==> src/rtl/n64_pif_pkg.sv <==
// n64_pif_pkg: shared encodings for the RCP->PIF serial initiator.
// Transfer types, FSM states and serial bit counts.
package n64_pif_pkg;

   typedef enum logic [1:0] {
      CMD_RD4  = 2'd0,
      CMD_RD64 = 2'd1,
      CMD_WR4  = 2'd2,
      CMD_WR64 = 2'd3
   } cmd_type_e;

   typedef enum logic [2:0] {
      IDLE,
      START,
      HDR,
      WAIT_ACK,
      RD_DATA,
      WR_START,
      WR_DATA,
      FINISH
   } state_e;

   localparam int HDR_BITS   = 11;
   localparam int WORD_BITS  = 32;
   localparam int BURST_BITS = 512;

   function automatic logic is_write(input cmd_type_e t);
      return t[1];
   endfunction

   // index of the final payload bit for a transfer type
   function automatic logic [8:0] last_bit(input cmd_type_e t);
      return t[0] ? 9'(BURST_BITS - 1) : 9'(WORD_BITS - 1);
   endfunction

endpackage

==> src/rtl/n64_pif_shift32.sv <==
// n64_pif_shift32: 32-bit shifter, parallel load, serial in/out.
// cap presents the word including the bit currently on sin.
module n64_pif_shift32 (
   input  logic        clk,
   input  logic        rst_l,
   input  logic        load,
   input  logic        shift,
   input  logic        sin,
   input  logic [31:0] load_data,
   output logic        sout,
   output logic [31:0] cap
);

   logic [31:0] sh_d;
   logic [31:0] sh_q;

   // load has priority over shift; MSB leaves first
   always_comb begin
      sh_d = sh_q;
      if (load) begin
         sh_d = load_data;
      end else if (shift) begin
         sh_d = {sh_q[30:0], sin};
      end
   end

   // shift register state
   always_ff @(posedge clk or negedge rst_l) begin
      if (!rst_l) begin
         sh_q <= '0;
      end else begin
         sh_q <= sh_d;
      end
   end

   assign sout = sh_q[31];
   assign cap  = {sh_q[30:0], sin};

endmodule

==> src/rtl/n64_rcp_pif_initiator.sv <==
// n64_rcp_pif_initiator: RCP-side serial transaction initiator to PIF.
// Optional ack timeout: define N64_PIF_INIT_TIMEOUT_EN.
module n64_rcp_pif_initiator
   import n64_pif_pkg::*;
#(
   parameter int ACK_TIMEOUT = 1023
) (
   input  logic        n64_clk,
   input  logic        reset_l,
   input  logic        cmd_valid,
   output logic        cmd_ready,
   input  logic [1:0]  cmd_type,
   input  logic [8:0]  cmd_addr,
   output logic [8:0]  wr_addr,
   input  logic [31:0] wr_data,
   output logic [31:0] rd_data,
   output logic        rd_valid,
   output logic [3:0]  rd_index,
   output logic        done,
   output logic        err_timeout,
   output logic        rcp_pif_out,
   input  logic        pif_rcp_in
);

   localparam int TW = $clog2(ACK_TIMEOUT + 1);
   localparam int WAIT_W = (TW < 2) ? 2 : TW;

   state_e      state_d, state_q;
   cmd_type_e   type_d, type_q;
   logic [10:0] hdr_d, hdr_q;
   logic [8:0]  cnt_d, cnt_q;
   logic [WAIT_W-1:0] wait_d, wait_q;
   logic        line_d, line_q;
   logic        ready_d, ready_q;
   logic [8:0]  wr_addr_d, wr_addr_q;
   logic [31:0] rd_data_d, rd_data_q;
   logic        rd_valid_d, rd_valid_q;
   logic [3:0]  rd_index_d, rd_index_q;
   logic        done_d, done_q;
   logic        s1_q, s2_q;
   logic        sh_load, sh_shift;
   logic        sh_sout;
   logic [31:0] sh_cap;
   logic        ack, flushed;

`ifdef N64_PIF_INIT_TIMEOUT_EN
   logic        err_d, err_q;
`endif

   assign ack     = ~s2_q;
   assign flushed = (wait_q >= WAIT_W'(2));

   n64_pif_shift32 u_shift (
      .clk       (n64_clk),
      .rst_l     (reset_l),
      .load      (sh_load),
      .shift     (sh_shift),
      .sin       (s2_q),
      .load_data ({wr_data[30:0], 1'b0}),
      .sout      (sh_sout),
      .cap       (sh_cap)
   );

   // two-flop synchronizer for the inbound PIF line
   always_ff @(posedge n64_clk or negedge reset_l) begin
      if (!reset_l) begin
         s1_q <= 1'b1;
         s2_q <= 1'b1;
      end else begin
         s1_q <= pif_rcp_in;
         s2_q <= s1_q;
      end
   end

   // next state and next registered outputs
   always_comb begin
      state_d    = state_q;
      type_d     = type_q;
      hdr_d      = hdr_q;
      cnt_d      = cnt_q;
      wait_d     = wait_q;
      line_d     = 1'b1;
      wr_addr_d  = wr_addr_q;
      rd_data_d  = rd_data_q;
      rd_index_d = rd_index_q;
      rd_valid_d = 1'b0;
      done_d     = 1'b0;
      sh_load    = 1'b0;
      sh_shift   = 1'b0;
`ifdef N64_PIF_INIT_TIMEOUT_EN
      err_d      = 1'b0;
`endif
      unique case (state_q)
         IDLE: begin
            if (cmd_valid && ready_q) begin
               state_d   = START;
               type_d    = cmd_type_e'(cmd_type);
               hdr_d     = {cmd_type, cmd_addr};
               wr_addr_d = cmd_addr;
               line_d    = 1'b0;
            end
         end
         START: begin
            line_d  = hdr_q[10];
            hdr_d   = {hdr_q[9:0], 1'b0};
            cnt_d   = '0;
            state_d = HDR;
         end
         HDR: begin
            if (cnt_q == 9'(HDR_BITS - 1)) begin
               state_d = WAIT_ACK;
               wait_d  = '0;
            end else begin
               line_d = hdr_q[10];
               hdr_d  = {hdr_q[9:0], 1'b0};
               cnt_d  = cnt_q + 9'd1;
            end
         end
         WAIT_ACK: begin
            if (flushed && ack) begin
               cnt_d = '0;
               if (is_write(type_q)) begin
                  state_d = WR_START;
                  line_d  = 1'b0;
               end else begin
                  state_d = RD_DATA;
               end
`ifdef N64_PIF_INIT_TIMEOUT_EN
            end else if (wait_q == WAIT_W'(ACK_TIMEOUT - 1)) begin
               err_d   = 1'b1;
               state_d = IDLE;
            end else begin
               wait_d = wait_q + 1'b1;
`else
            end else if (!flushed) begin
               wait_d = wait_q + 1'b1;
`endif
            end
         end
         RD_DATA: begin
            sh_shift = 1'b1;
            if (cnt_q[4:0] == 5'd31) begin
               rd_valid_d = 1'b1;
               rd_data_d  = sh_cap;
               rd_index_d = cnt_q[8:5];
            end
            if (cnt_q == last_bit(type_q)) begin
               state_d = FINISH;
               done_d  = 1'b1;
            end else begin
               cnt_d = cnt_q + 9'd1;
            end
         end
         WR_START: begin
            sh_load   = 1'b1;
            line_d    = wr_data[31];
            wr_addr_d = wr_addr_q + 9'd1;
            cnt_d     = '0;
            state_d   = WR_DATA;
         end
         WR_DATA: begin
            if (cnt_q == last_bit(type_q)) begin
               state_d = FINISH;
               done_d  = 1'b1;
            end else begin
               cnt_d = cnt_q + 9'd1;
               if (cnt_q[4:0] == 5'd31) begin
                  sh_load   = 1'b1;
                  line_d    = wr_data[31];
                  wr_addr_d = wr_addr_q + 9'd1;
               end else begin
                  sh_shift = 1'b1;
                  line_d   = sh_sout;
               end
            end
         end
         FINISH: begin
            state_d = IDLE;
         end
         default: begin
            state_d = IDLE;
         end
      endcase
      ready_d = (state_d == IDLE);
   end

   // FSM state and registered outputs
   always_ff @(posedge n64_clk or negedge reset_l) begin
      if (!reset_l) begin
         state_q    <= IDLE;
         type_q     <= CMD_RD4;
         hdr_q      <= '0;
         cnt_q      <= '0;
         wait_q     <= '0;
         line_q     <= 1'b1;
         ready_q    <= 1'b1;
         wr_addr_q  <= '0;
         rd_data_q  <= '0;
         rd_valid_q <= 1'b0;
         rd_index_q <= '0;
         done_q     <= 1'b0;
      end else begin
         state_q    <= state_d;
         type_q     <= type_d;
         hdr_q      <= hdr_d;
         cnt_q      <= cnt_d;
         wait_q     <= wait_d;
         line_q     <= line_d;
         ready_q    <= ready_d;
         wr_addr_q  <= wr_addr_d;
         rd_data_q  <= rd_data_d;
         rd_valid_q <= rd_valid_d;
         rd_index_q <= rd_index_d;
         done_q     <= done_d;
      end
   end

`ifdef N64_PIF_INIT_TIMEOUT_EN
   // ack timeout strobe
   always_ff @(posedge n64_clk or negedge reset_l) begin
      if (!reset_l) begin
         err_q <= 1'b0;
      end else begin
         err_q <= err_d;
      end
   end

   assign err_timeout = err_q;
`else
   assign err_timeout = 1'b0;
`endif

   assign cmd_ready   = ready_q;
   assign wr_addr     = wr_addr_q;
   assign rd_data     = rd_data_q;
   assign rd_valid    = rd_valid_q;
   assign rd_index    = rd_index_q;
   assign done        = done_q;
   assign rcp_pif_out = line_q;

endmodule

==> config.mk <==
export PLATFORM = sky130hd
export DESIGN_NAME = n64_rcp_pif_initiator
export DESIGN_NICKNAME = d
export VERILOG_FILES = /design/src/rtl/n64_pif_pkg.sv /design/src/rtl/n64_pif_shift32.sv /design/src/rtl/n64_rcp_pif_initiator.sv
export SDC_FILE = /design/constraint.sdc
export NUM_CORES = 1
export LEC_CHECK = 0
export ABC_AREA = 0
export BUFFER_PORTS_ARGS = -buffer_cell sky130_fd_sc_hd__buf_4
export CORE_ASPECT_RATIO = 0.9
export CORE_UTILIZATION = 59
export CTS_BUF_LIST = sky130_fd_sc_hd__clkbuf_8
export CTS_CLUSTER_SIZE = 40
export DETAILED_ROUTE_END_ITERATION = 8
export GPL_TIMING_DRIVEN = 1
export PLACE_DENSITY = 0.82
export REMOVE_ABC_BUFFERS = 1
export SKIP_LAST_GASP = 1
export SLEW_MARGIN = 20
export SYNTH_ARGS = -nofsm -noshare
export SYNTH_HDL_FRONTEND = slang
export SYNTH_SLANG_ARGS = --single-unit
==> constraint.sdc <==
create_clock -name n64_clk -period 2.45 [get_ports n64_clk]
set_input_delay 0 -clock n64_clk [delete_from_list [all_inputs] [get_ports n64_clk]]
set_output_delay 0 -clock n64_clk [all_outputs]
set_load 0.05 [all_outputs]
Word level (Yosys, flattened, before mapping). Index checks and enable logic that the tools add are counted.

$add $sub $neg: 3. $lt $le $gt $ge: 1. Equal/unequal tests: 19. Mux-type cells: 40. Bitwise logic cells: 1. Reduce and logical (&&, ||, !) cells: 17.

Operators with widths (count): 2-to-1 mux 32 bit (2); 2-to-1 mux 9 bit (7); one-hot mux 9 bit (4 select lines) (1); one-hot mux 11 bit (3 select lines) (1); 2-to-1 mux 10 bit (3); one-hot mux 9 bit (3 select lines) (1); 2-to-1 mux 11 bit (2); one-hot mux 3 bit (7 select lines) (1); one-hot mux 10 bit (2 select lines) (1); adder 9 x 1 -> 9 bit (second input constant) (2); != test 2 bit (second input constant) (9); 2-to-1 mux 1 bit (14); equality test 3 bit (second input constant) (4); 2-to-1 mux 3 bit (4); AND reduction 4 bit (3); adder 10 x 1 -> 10 bit (second input constant) (1); >= comparator 10 x 2 -> 1 bit (second input constant) (1); equality test 9 x 4 -> 1 bit (second input constant) (1); equality test 9 bit (1); equality test 3 x 2 -> 1 bit (second input constant) (2); zero test 3 bit (2); one-hot mux 1 bit (6 select lines) (1); nonzero test 3 bit (2); equality test 5 bit (second input constant) (1); 9 further kinds (14).

Register bits after elaboration: 118. Input port bits: 47. Output and inout port bits: 50. Word-level logic and storage cells: 96.

Logic depth before layout (Yosys ltp). Gate-level depths: netlist of run 1.

Depth after elaboration: 6. Mapped depth: 8. Mapped depth without buffers: 7.

Cells and area by module. A second synthesis of run 1 with hierarchy kept.

Cells, all modules: 490. Area total of the unflattened synthesis: 5550.3 µm².

By module, submodules not included: n64_rcp_pif_initiator (instances 1, cells an instance 350, area each 4027.6 µm², seq. area each 2157.1 µm²); n64_pif_shift32 (instances 1, cells an instance 140, area each 1522.7 µm², seq. area each 800.8 µm²).

Worst setup path after synthesis of run 1. OpenSTA, ideal clock, no wires.

Path type: reg-to-reg. Start point: register cnt_q[0]. End point: register rd_data_q[10], in the netlist rd_data[10]. Setup time: 0.125 ns. Arrival: 2.048 ns. Required time: 2.325 ns. Path slack: 0.277 ns. Stages on the path, launching flop included: 8. Path buffers: 2. Period minus slack after synthesis: 2.173 ns. Cells stage by stage: dfrtp_1 > ha_1 > and3_1 > ha_1 > and3_1 > clkbuf_1 > buf_2 > mux2_2.

Cells in the longest elaborated chain, start to end: 2.

Ends and longest elaborated chain: start: declaration (line n64_rcp_pif_initiator.sv:31) `logic [8:0] cnt_d, cnt_q;`; start signal: assignment (line n64_rcp_pif_initiator.sv:206) `cnt_q <= cnt_d;`; equality test 5 bit (line n64_rcp_pif_initiator.sv:142) `if (cnt_q[4:0] == 5'd31) begin`; AND reduction 2 bit (no line); end signal: assignment (line n64_rcp_pif_initiator.sv:211) `rd_data_q <= rd_data_d;`; end: declaration (line n64_rcp_pif_initiator.sv:36) `logic [31:0] rd_data_d, rd_data_q;`.

No other way between the ends. A chain may end at the register's enable or synchronous reset.

Worst setup path after layout of run 1.
Start point: register cnt_q[0]. End point: register cnt_q[8].

Cells in the longest elaborated chain, start to end: 3. Elaborated cells on any way between the ends: 9. Classes of those cells: add/sub (1); eq/ne (4); mux (3); reduce/logical (1).

Ends and longest elaborated chain (line): adder 9 x 1 -> 9 bit (tied with other cells) (n64_rcp_pif_initiator.sv:116, n64_rcp_pif_initiator.sv:151, n64_rcp_pif_initiator.sv:166); 2-to-1 mux 9 bit (tied with other cells) (n64_rcp_pif_initiator.sv:147, n64_rcp_pif_initiator.sv:162); one-hot mux 9 bit (4 select lines) / AND reduction 4 bit (equally long branches).

Parallel ways exist; a longest one is shown, timed or not. The select of a mux whose other input is x is not followed.

==> results_dict.tcl, run 1 <==
set metrics [dict create \
    timing.fmax_mhz 439 \
    start_util 0.616 \
    design.die.area_um2 10700 \
    fillers 605 \
    clock_latency_ns 0.43 \
    drv_cap 0 \
    placementRows 34 \
    clkTransAtPathRegs_ns 0.07 \
    ys_seq_area_frac 0.489 \
    clockBufferDepth 2 \
    routed-via-count 5103 \
    drc 0 \
    pwr-share-seq 0.366 \
    syn_inst 564 \
    die_h_um 98.1 \
    end_kind "register" \
    antenna_found_initial 0 \
    rsz0062_at_grt "no" \
    track_usage 0.307 \
    report.final.slew_viol_count 0 \
    clkPwrFrac 0.199 \
    hpwl_mm 9.63 \
    die_w_um 109 \
    grt_pass1_vias 5262 \
    firstDrtPassIters 7 \
    dp.cells 766 \
    tightestPinTransition_ns 0.805 \
    gp_congestion 0.852 \
    async_flop_share 1.00 \
    internal_power_mw 4.94 \
    finalSetupViolations 0 \
    viasPerCell 6.06 \
    ys.warnings.count 0 \
    drtIter0Drc 374 \
    fp.coreArea_um2 9830 \
    ant_nets 0 \
    synth-edff-count 0 \
    whs_ns 0.0214 \
    max-slew-margin-rel 0.463 \
    cts-resized-gates 0 \
    path_class "register to register" \
    grt_pass1_wl_mm 25.4 \
    synth_top_area_frac 0.471 \
    yosys.cell_types.count 62 \
    cts_sinks 118 \
    ir_drop_uv 675 \
    layout_worst_path_cycle_share 0.931 \
    fin_skew_ns 0.0117 \
    min_period_ns 2.28 \
    synth_area_um2 6050 \
    synthTopCellsByArea "dfrtp_1 47%, mux2_2 7.3%, mux2i_1 7.1%, a221o_1 4.8%, o2bb2ai_1 4.2%" \
    cts_tree "yes" \
    gr-total-overflow 0 \
    worst_ep_required_time_ns 2.76 \
    syn2layout_area_growth_pct 28.3 \
    cp_max_fo 6 \
    io_buffers 95 \
    synth_largest_area_cell "dfrtp_1" \
    start_kind "register" \
    netSwitchingPower_mw 3.48 \
    pwr_density_cell_nw_per_um2 1080 \
    swShare 0.414 \
    postCtsSetupBuffers 0 \
    clock_tree.root_cell "clkbuf_8" \
    power.total_mw 8.42 \
    p_leak_nw 3.57 \
    crit_arrival_ns 2.59 \
    final-hold-violation-count 0 \
    avgSynthCellArea_um2 10.7 \
    diodes 0 \
    stdcell_count 842 \
    ys.flop_type "dfrtp_1" \
    drive_gt1_frac 0.291 \
    combPwrFrac 0.436 \
    nets 756 \
    routed_wl_mm 15.3 \
    yosys.cell_count.top_type "dfrtp_1" \
    grt_max_degree 47 \
    status "completed" \
    io_pins 97 \
    wire_per_inst_um 18.2 \
    hold_class "input pin to register" \
    yosys-top-cells-count "114 x dfrtp_1, 51 x nor2_1, 43 x mux2i_1" \
    numCtsBuffers 17 \
    htree_num_levels 4 \
    tns_ns 0 \
    synth-seq-cells 118 \
]
-- worst paths after layout --
path                       cells after the start  slack (ns)          endpoint        start
max reg2reg                                    8        0.17          cnt_q[8]     cnt_q[0]
max in group asynchronous                      3        1.52       rd_data[11]      reset_l
min                                            3        0.02  u_shift.sh_q[29]  wr_data[28]
min reg2reg                                    0        0.37              s2_q         s1_q
max                                            8        0.17          cnt_q[8]     cnt_q[0]
min in group asynchronous                      2        0.11       rd_index[0]      reset_l
-- per-layer routing --
metal	track usage	routed length (µm)
met5	0	0
met4	0.117	364
met3	0.0808	832
met2	0.491	7570
met1	0.400	6530
-- state kept, by name, summed over array words and instances, names as in the netlist --
signal / count
cmd_ready: 1
rd_data: 32
state_q: 3
done: 1
rcp_pif_out: 1
rd_index: 4
wait_q: 10
wr_addr: 9
u_shift.sh_q: 32
hdr_q: 11
rd_valid: 1
type_q: 2
cnt_q: 9
s2_q: 1
s1_q: 1
-- per-stage QoR --
| stage | utilization | setup slack, ns | cell area [µm²] |
|---|---|---|---|
| 6_report | 0.791 | 0.170 | 7770 |
| 5_1_grt | 0.791 | 0.0561 | 7770 |
| 4_1_cts | 0.791 | 0.171 | 7770 |
| 3_5_place_dp | 0.708 | 0.189 | 6960 |
| 3_3_place_gp | 0.708 | 0.255 | 6960 |
| 2_1_floorplan | - | -0.617 | 5870 |
-- kinds of logic after synthesis --
logic type	synth area share
AOI/OAI and AO/OA	0.192
and+or+nand+nor	0.108
DFF	0.489
muxes	0.146
buffers and inverters	0.0525
adders and majority gates	0.0124
other	0.000619
-- power groups by stage --
stage	Combinational (mW)	Clock, mW	Sequential (mW)
after floorplan	1.98	0	3.42
after global placement	3.43	0	3.05
after CTS	3.64	1.68	3.05
after detailed placement	3.55	0	3.08
final	3.67	1.67	3.08
after global routing	3.99	1.78	3.15
-- timing repair --
item,CTS,global route
hold buffers,44,0
hold endpoints to repair,96,0
endpoints found under the setup margin,0,0
-- cell usage in the layout (no fill, tap or decap), types with 4 or more instances in the layout --
master         netlist  routed
a21boi_0             4       4
a21oi_1             15      14
a221o_1             29      29
a31oi_1              5       5
and2_1               9       9
buf_12               0       5
buf_4                2     110
clkbuf_8             0      21
clkinv_2             0       6
dfrtp_1            114     113
dfstp_2              4       4
dlygate4sd3_1        0      44
ha_1                 6       6
inv_1               35      37
mux2_2              39      39
mux2i_1             43      43
nand2_1             29      29
nand2b_1             5       5
nand3_1              9       9
nor2_1              51      51
nor2b_1              4       4
nor4_1               4       4
o21ai_0             28      28
o22ai_1              5       5
o2bb2ai_1           29      29
o31ai_1              5       5
-- cell type report --
| cell class | instances | area, µm² | share of cell area |
|---|---|---|---|
| clock buffers | 21 | 289 | 0.0372 |
| clock inverters | 11 | 82.6 | 0.0106 |
| inverters | 35 | 131 | 0.0169 |
| multi-input cells | 372 | 2780 | 0.358 |
| flip-flops and latches | 118 | 2960 | 0.381 |
| well taps | 126 | 158 | 0.0203 |
| repair buffers | 159 | 1370 | 0.176 |
-- critical path, cell delays in order, from the launching register on --
cell,delay (ns)
dfrtp_1,0.41
inv_1,0.06
ha_1,0.19
nor4bb_1,0.14
buf_4,0.15
a21boi_0,0.23
o221ai_2,0.20
or4_2,0.65
mux2i_1,0.14
No activity file was read; power rests on OpenSTA's default activity.
==> inputs of run 2 (changes only) <==
Settings changed: CELL_PAD_IN_SITES_DETAIL_PLACEMENT from default to 1, CELL_PAD_IN_SITES_GLOBAL_PLACEMENT from default to 1, CORE_UTILIZATION 59 to 46, PLACE_DENSITY 0.82 to 0.81.
==> run 2 against run 1 <==
Net effect: combinational power is 6.0% higher; register-to-register slack got worse by 0.03 ns; critical path depth unchanged; sequential power barely moved; sequential share of layout area is 0.79 points lower; sequential cell count unchanged; maximum frequency decreased by 1.2%; clock skew up 0.0082 ns; count of clock-buffer cells in the layout grew 1; total power rose by 6.2%; critical endpoint unchanged; largest power group unchanged.
==> results_dict.tcl, run 2 (synthesis gave the netlist of run 1 again) <==
set metrics [dict create \
    placementRows 39 \
    htree_num_levels 4 \
    diodes 0 \
    mostFrequentLayoutCell "buf_4" \
    drtIter0Drc 315 \
    report.final.slew_viol_count 0 \
    ant_nets 0 \
    cts-resized-gates 0 \
    rrSetupSlack_ns 0.14 \
    min_period_ns 2.31 \
    p_leak_nw 3.64 \
    routed_wl_mm 19.1 \
    grt_pass1_wl_mm 31.4 \
    grtUsageMet3 0.0489 \
    wire_per_inst_um 21.5 \
    fin_skew_ns 0.0199 \
    grt_busiest_layer "met2" \
    grt_max_degree 72 \
    numCtsBuffers 17 \
    timing.fmax_mhz 433 \
    path_class "register to register" \
    gp_congestion 0.852 \
    finalSetupViolations 0 \
    antenna_found_initial 0 \
    placed_area_um2 7070 \
    grt_pass1_vias 5851 \
    tightestPinTransition_ns 0.834 \
    end_kind "register" \
    routed-via-count 5268 \
    crit_arrival_ns 2.64 \
    drive_gt1_frac 0.300 \
    start_kind "register" \
    worst_ep_required_time_ns 2.78 \
    clock_latency_ns 0.46 \
    design.die.area_um2 13600 \
    cp_max_fo 8 \
    place_ws_ns 0.160 \
    track_usage 0.305 \
    met2_usage 0.513 \
    tns_ns 0 \
    io_buffers 95 \
    clkTransAtPathRegs_ns 0.08 \
    final_util 0.621 \
    hold_class "input pin to register" \
    nets 764 \
    syn2layout_area_growth_pct 31.1 \
    final-hold-violation-count 0 \
    grt_util_met1 0.382 \
    design_area_um2 7940 \
    status "completed" \
    cts_tree "yes" \
    ir_drop_uv 743 \
    rsz0062_at_grt "no" \
    fp.coreArea_um2 12800 \
    hpwl_mm 11.6 \
    gr-total-overflow 0 \
    max-slew-margin-rel 0.440 \
    clock_tree.root_cell "clkbuf_8" \
    start_util 0.473 \
    drv_cap 0 \
    drc 0 \
    layout_worst_path_cycle_share 0.942 \
    clockBufferDepth 2 \
    postCtsSetupBuffers 0 \
    cts_sinks 118 \
    whs_ns 0.0435 \
    viasPerCell 5.93 \
    postLayoutSetupSlackWorst_ns 0.141 \
    final_cell_mix "119 x buf_4, 112 x dfrtp_1, 51 x nor2_1, 44 x dlygate4sd3_1, 43 x mux2i_1" \
    die_h_um 111 \
    io_pins 97 \
    firstDrtPassIters 5 \
    pwr_density_cell_nw_per_um2 1130 \
    die_w_um 123 \
]
-- run 2: cell count changes in the layout (fill, tap and decap cells not counted), moves of 2 or more --
cell / change
buf_4: +9
a21oi_2: -2
a21oi_4: +2
bufinv_16: +2
clkinv_2: -2
clkinvlp_4: -2
-- run 2: final timing paths --
kind                             start               end  depth (start not counted)
setup / recovery              cnt_q[0]          cnt_q[8]                          8
setup reg to reg              cnt_q[0]          cnt_q[8]                          8
max in group asynchronous      reset_l          cnt_q[5]                          3
min in group asynchronous      reset_l         cmd_ready                          2
hold / removal             wr_data[28]  u_shift.sh_q[29]                          3
hold reg to reg                   s1_q              s2_q                          0
-- run 2: where the power goes --
group	leakage, nW	switching, mW	internal [mW]
sequential	1.55	0.611	2.49
combinational	1.86	2.30	1.59
clock	0.231	0.822	1.13
-- run 2: stage by stage --
stage	std cells	power, mW
after floorplan	525	5.40
after global placement	812	6.57
after detailed placement	812	6.81
after CTS	888	8.85
after global routing	888	9.45
final	888	8.94
-- run 2: per-layer routing --
layer / up-vias / wire [µm]
met3: 47 / 777
met4: 0 / 573
met5: - / 0
li1: 2365 / -
met1: 2684 / 7910
met2: 172 / 9850
-- run 2: repair_timing --
action / in CTS / in global routing
endpoints found under the hold margin: 167 / 0
hold buffers: 44 / 0
endpoints found under the setup margin: 0 / 1
-- run 2: cell type report --
cell class,instances,area [µm²]
Fill cell,1365,4850
Sequential cell,118,2960
Clock buffer,22,303
Multi-Input combinational cell,372,2800
Timing Repair Buffer,167,1410
Tap cell,164,205
Clock inverter,10,126
Inverter,35,131
-- run 2: worst max-delay path: stages, from the launching register on --
cell and delay, ns:
dfrtp_1 0.42, inv_1 0.07, ha_1 0.18, nor4bb_1 0.14
buf_4 0.15, a21boi_0 0.22, o221ai_2 0.21, or4_2 0.66
mux2i_1 0.15
==> inputs of run 3 (changes only) <==
Settings changed: GPL_TIMING_DRIVEN 1 to 0.
==> run 3 against run 2 <==
Net effect: die area stayed put; maximum frequency is 4.2% lower; register-to-register slack worse by 0.10 ns; critical endpoint is now wr_addr[2]; sequential cell count stayed put; largest cell class unchanged.
==> results_dict.tcl, run 3 (synthesis gave the netlist of run 1 again) <==
set metrics [dict create \
    crit_arrival_ns 2.75 \
    htree_num_levels 4 \
    numCtsBuffers 17 \
    routed_wl_mm 18.0 \
    worst_ep_required_time_ns 2.79 \
    drive_gt1_frac 0.299 \
    critical_path_buf_inv_count 1 \
    max-slew-margin-rel 0.441 \
    r2r_cells 6 \
    finalSetupViolations 0 \
    antenna_found_initial 0 \
    routed-via-count 5117 \
    status "completed" \
    crit_cells 6 \
    power.total_mw 8.73 \
    tightestPinTransition_ns 0.833 \
    fillers 1354 \
    rsz0062_at_grt "yes" \
    whs_ns 0.0860 \
    rr_endpoint "wr_addr[2]" \
    min_period_ns 2.41 \
    clkTransAtPathRegs_ns 0.07 \
    die_w_um 123 \
    critPathMaxStageDelay_ns 0.51 \
    clock_latency_ns 0.46 \
    syn2layout_area_growth_pct 30.7 \
    r2r-start "state_q[2]" \
    report.final.slew_viol_count 0 \
    clock_tree.root_cell "clkbuf_8" \
    gr-total-overflow 0 \
    start_kind "register" \
    track_usage 0.281 \
    path_class "register to register" \
    diodes 0 \
    startpoint "state_q[2]" \
    pwr_density_cell_nw_per_um2 1100 \
    grt_pass1_vias 5621 \
    fin_skew_ns 0.0149 \
    final_util 0.619 \
    hold_class "input pin to register" \
    wire_per_inst_um 20.6 \
    viasPerCell 5.87 \
    nets 749 \
    gp_congestion 0.771 \
    mostFrequentLayoutCell "dfrtp_1" \
    io_pins 97 \
    grt_max_degree 67 \
    fp.coreArea_um2 12800 \
    hpwl_mm 10.9 \
    drtIter0Drc 305 \
    timing.fmax_mhz 415 \
    firstDrtPassIters 4 \
    end_kind "register" \
    layout_worst_path_cycle_share 0.983 \
    worstHoldStart "wr_data[28]" \
    rrSetupSlack_ns 0.04 \
    placementRows 39 \
    cp_slowest_cell "dfrtp_2" \
    p_leak_nw 3.55 \
    cp_max_fo 40 \
    clockBufferDepth 2 \
    start_util 0.473 \
    ant_nets 0 \
    final-hold-violation-count 0 \
    die_h_um 111 \
    cts_sinks 118 \
    final_cell_mix "111 x dfrtp_1, 99 x buf_4, 51 x nor2_1, 44 x dlygate4sd3_1, 43 x mux2i_1" \
    grt_pass1_wl_mm 29.2 \
    drv_cap 0 \
    critical_path.endpoint "wr_addr[2]" \
    cpLargestDelayFamily "simple AND/OR/NAND/NOR gates" \
    path_cells "buf_12, or2_2, nor3_2, a21oi_1, and2_1, o22a_1" \
    ir_drop_uv 672 \
    io_buffers 95 \
    design.die.area_um2 13600 \
    cts_tree "yes" \
    drc 0 \
]
[run 3: cell count changes in the layout (fill, tap and decap cells not counted), moves of 2 or more]
cell,previous run,this run
clkinvlp_4,0,3
bufinv_16,3,1
a21boi_0,4,2
buf_4,119,99
buf_16,0,3
[run 3: report_power, final]
group / switching [mW] / leakage, nW / internal [mW] / total (mW)
Clock: 0.819 / 0.194 / 0.919 / 1.74
Combinational: 2.30 / 1.81 / 1.59 / 3.88
Sequential: 0.609 / 1.55 / 2.50 / 3.11
[run 3: through the flow]
stage	TNS [ns]	setup WS (ns)	area, µm²	std cells
2_1_floorplan	-39.83	-0.617	5870	525
5_1_grt	-0.0305	-0.0305	7910	872
6_report	0	0.0408	7910	872
3_5_place_dp	-10.28	-0.353	6980	791
4_1_cts	0	0.0611	7840	868
3_3_place_gp	-157.89	-2.33	6790	784
[run 3: area by class of cell]
class,instances,area [µm²],area share
Clock buffer,22,303,0.0383
Clock inverter,9,76.3,0.00965
Inverter,35,131,0.0166
Multi-Input combinational cell,372,2860,0.361
Sequential cell,118,2960,0.375
Tap cell,164,205,0.0259
Timing Repair Buffer,152,1370,0.173
[run 3: worst register-to-register path: cells and delay by family (launching register included)]
kind                   cells  cell delay, ns
and+or+nand+nor            3            1.06
DFF                        1            0.51
AOI/OAI and AO/OA          2            0.50
buffers and inverters      1            0.22
[run 3: layer usage]
metal / track usage / vias to the layer above / wire length [µm]
li1: - / 2333 / -
met1: 0.345 / 2604 / 7460
met2: 0.457 / 140 / 9240
met3: 0.0736 / 40 / 758
met4: 0.129 / 0 / 513
met5: 0 / - / 0
[run 3: timing repair]
action,in CTS,in global routing
pin swaps,1,1
hold buffers,44,0
setup endpoints to repair,42,58
cloned,0,0
setup buffers,2,4
endpoints found under the hold margin,119,0
resized for setup,5,9
[run 3: worst min path at each step]
stage | cells after the start | to
4_1_cts | 3 | u_shift.sh_q[29]
3_3_place_gp | 1 | s1_q
5_1_grt | 3 | u_shift.sh_q[29]
3_5_place_dp | 1 | rd_index[3]
2_1_floorplan | 0 | cnt_q[0]
6_report | 3 | u_shift.sh_q[29]
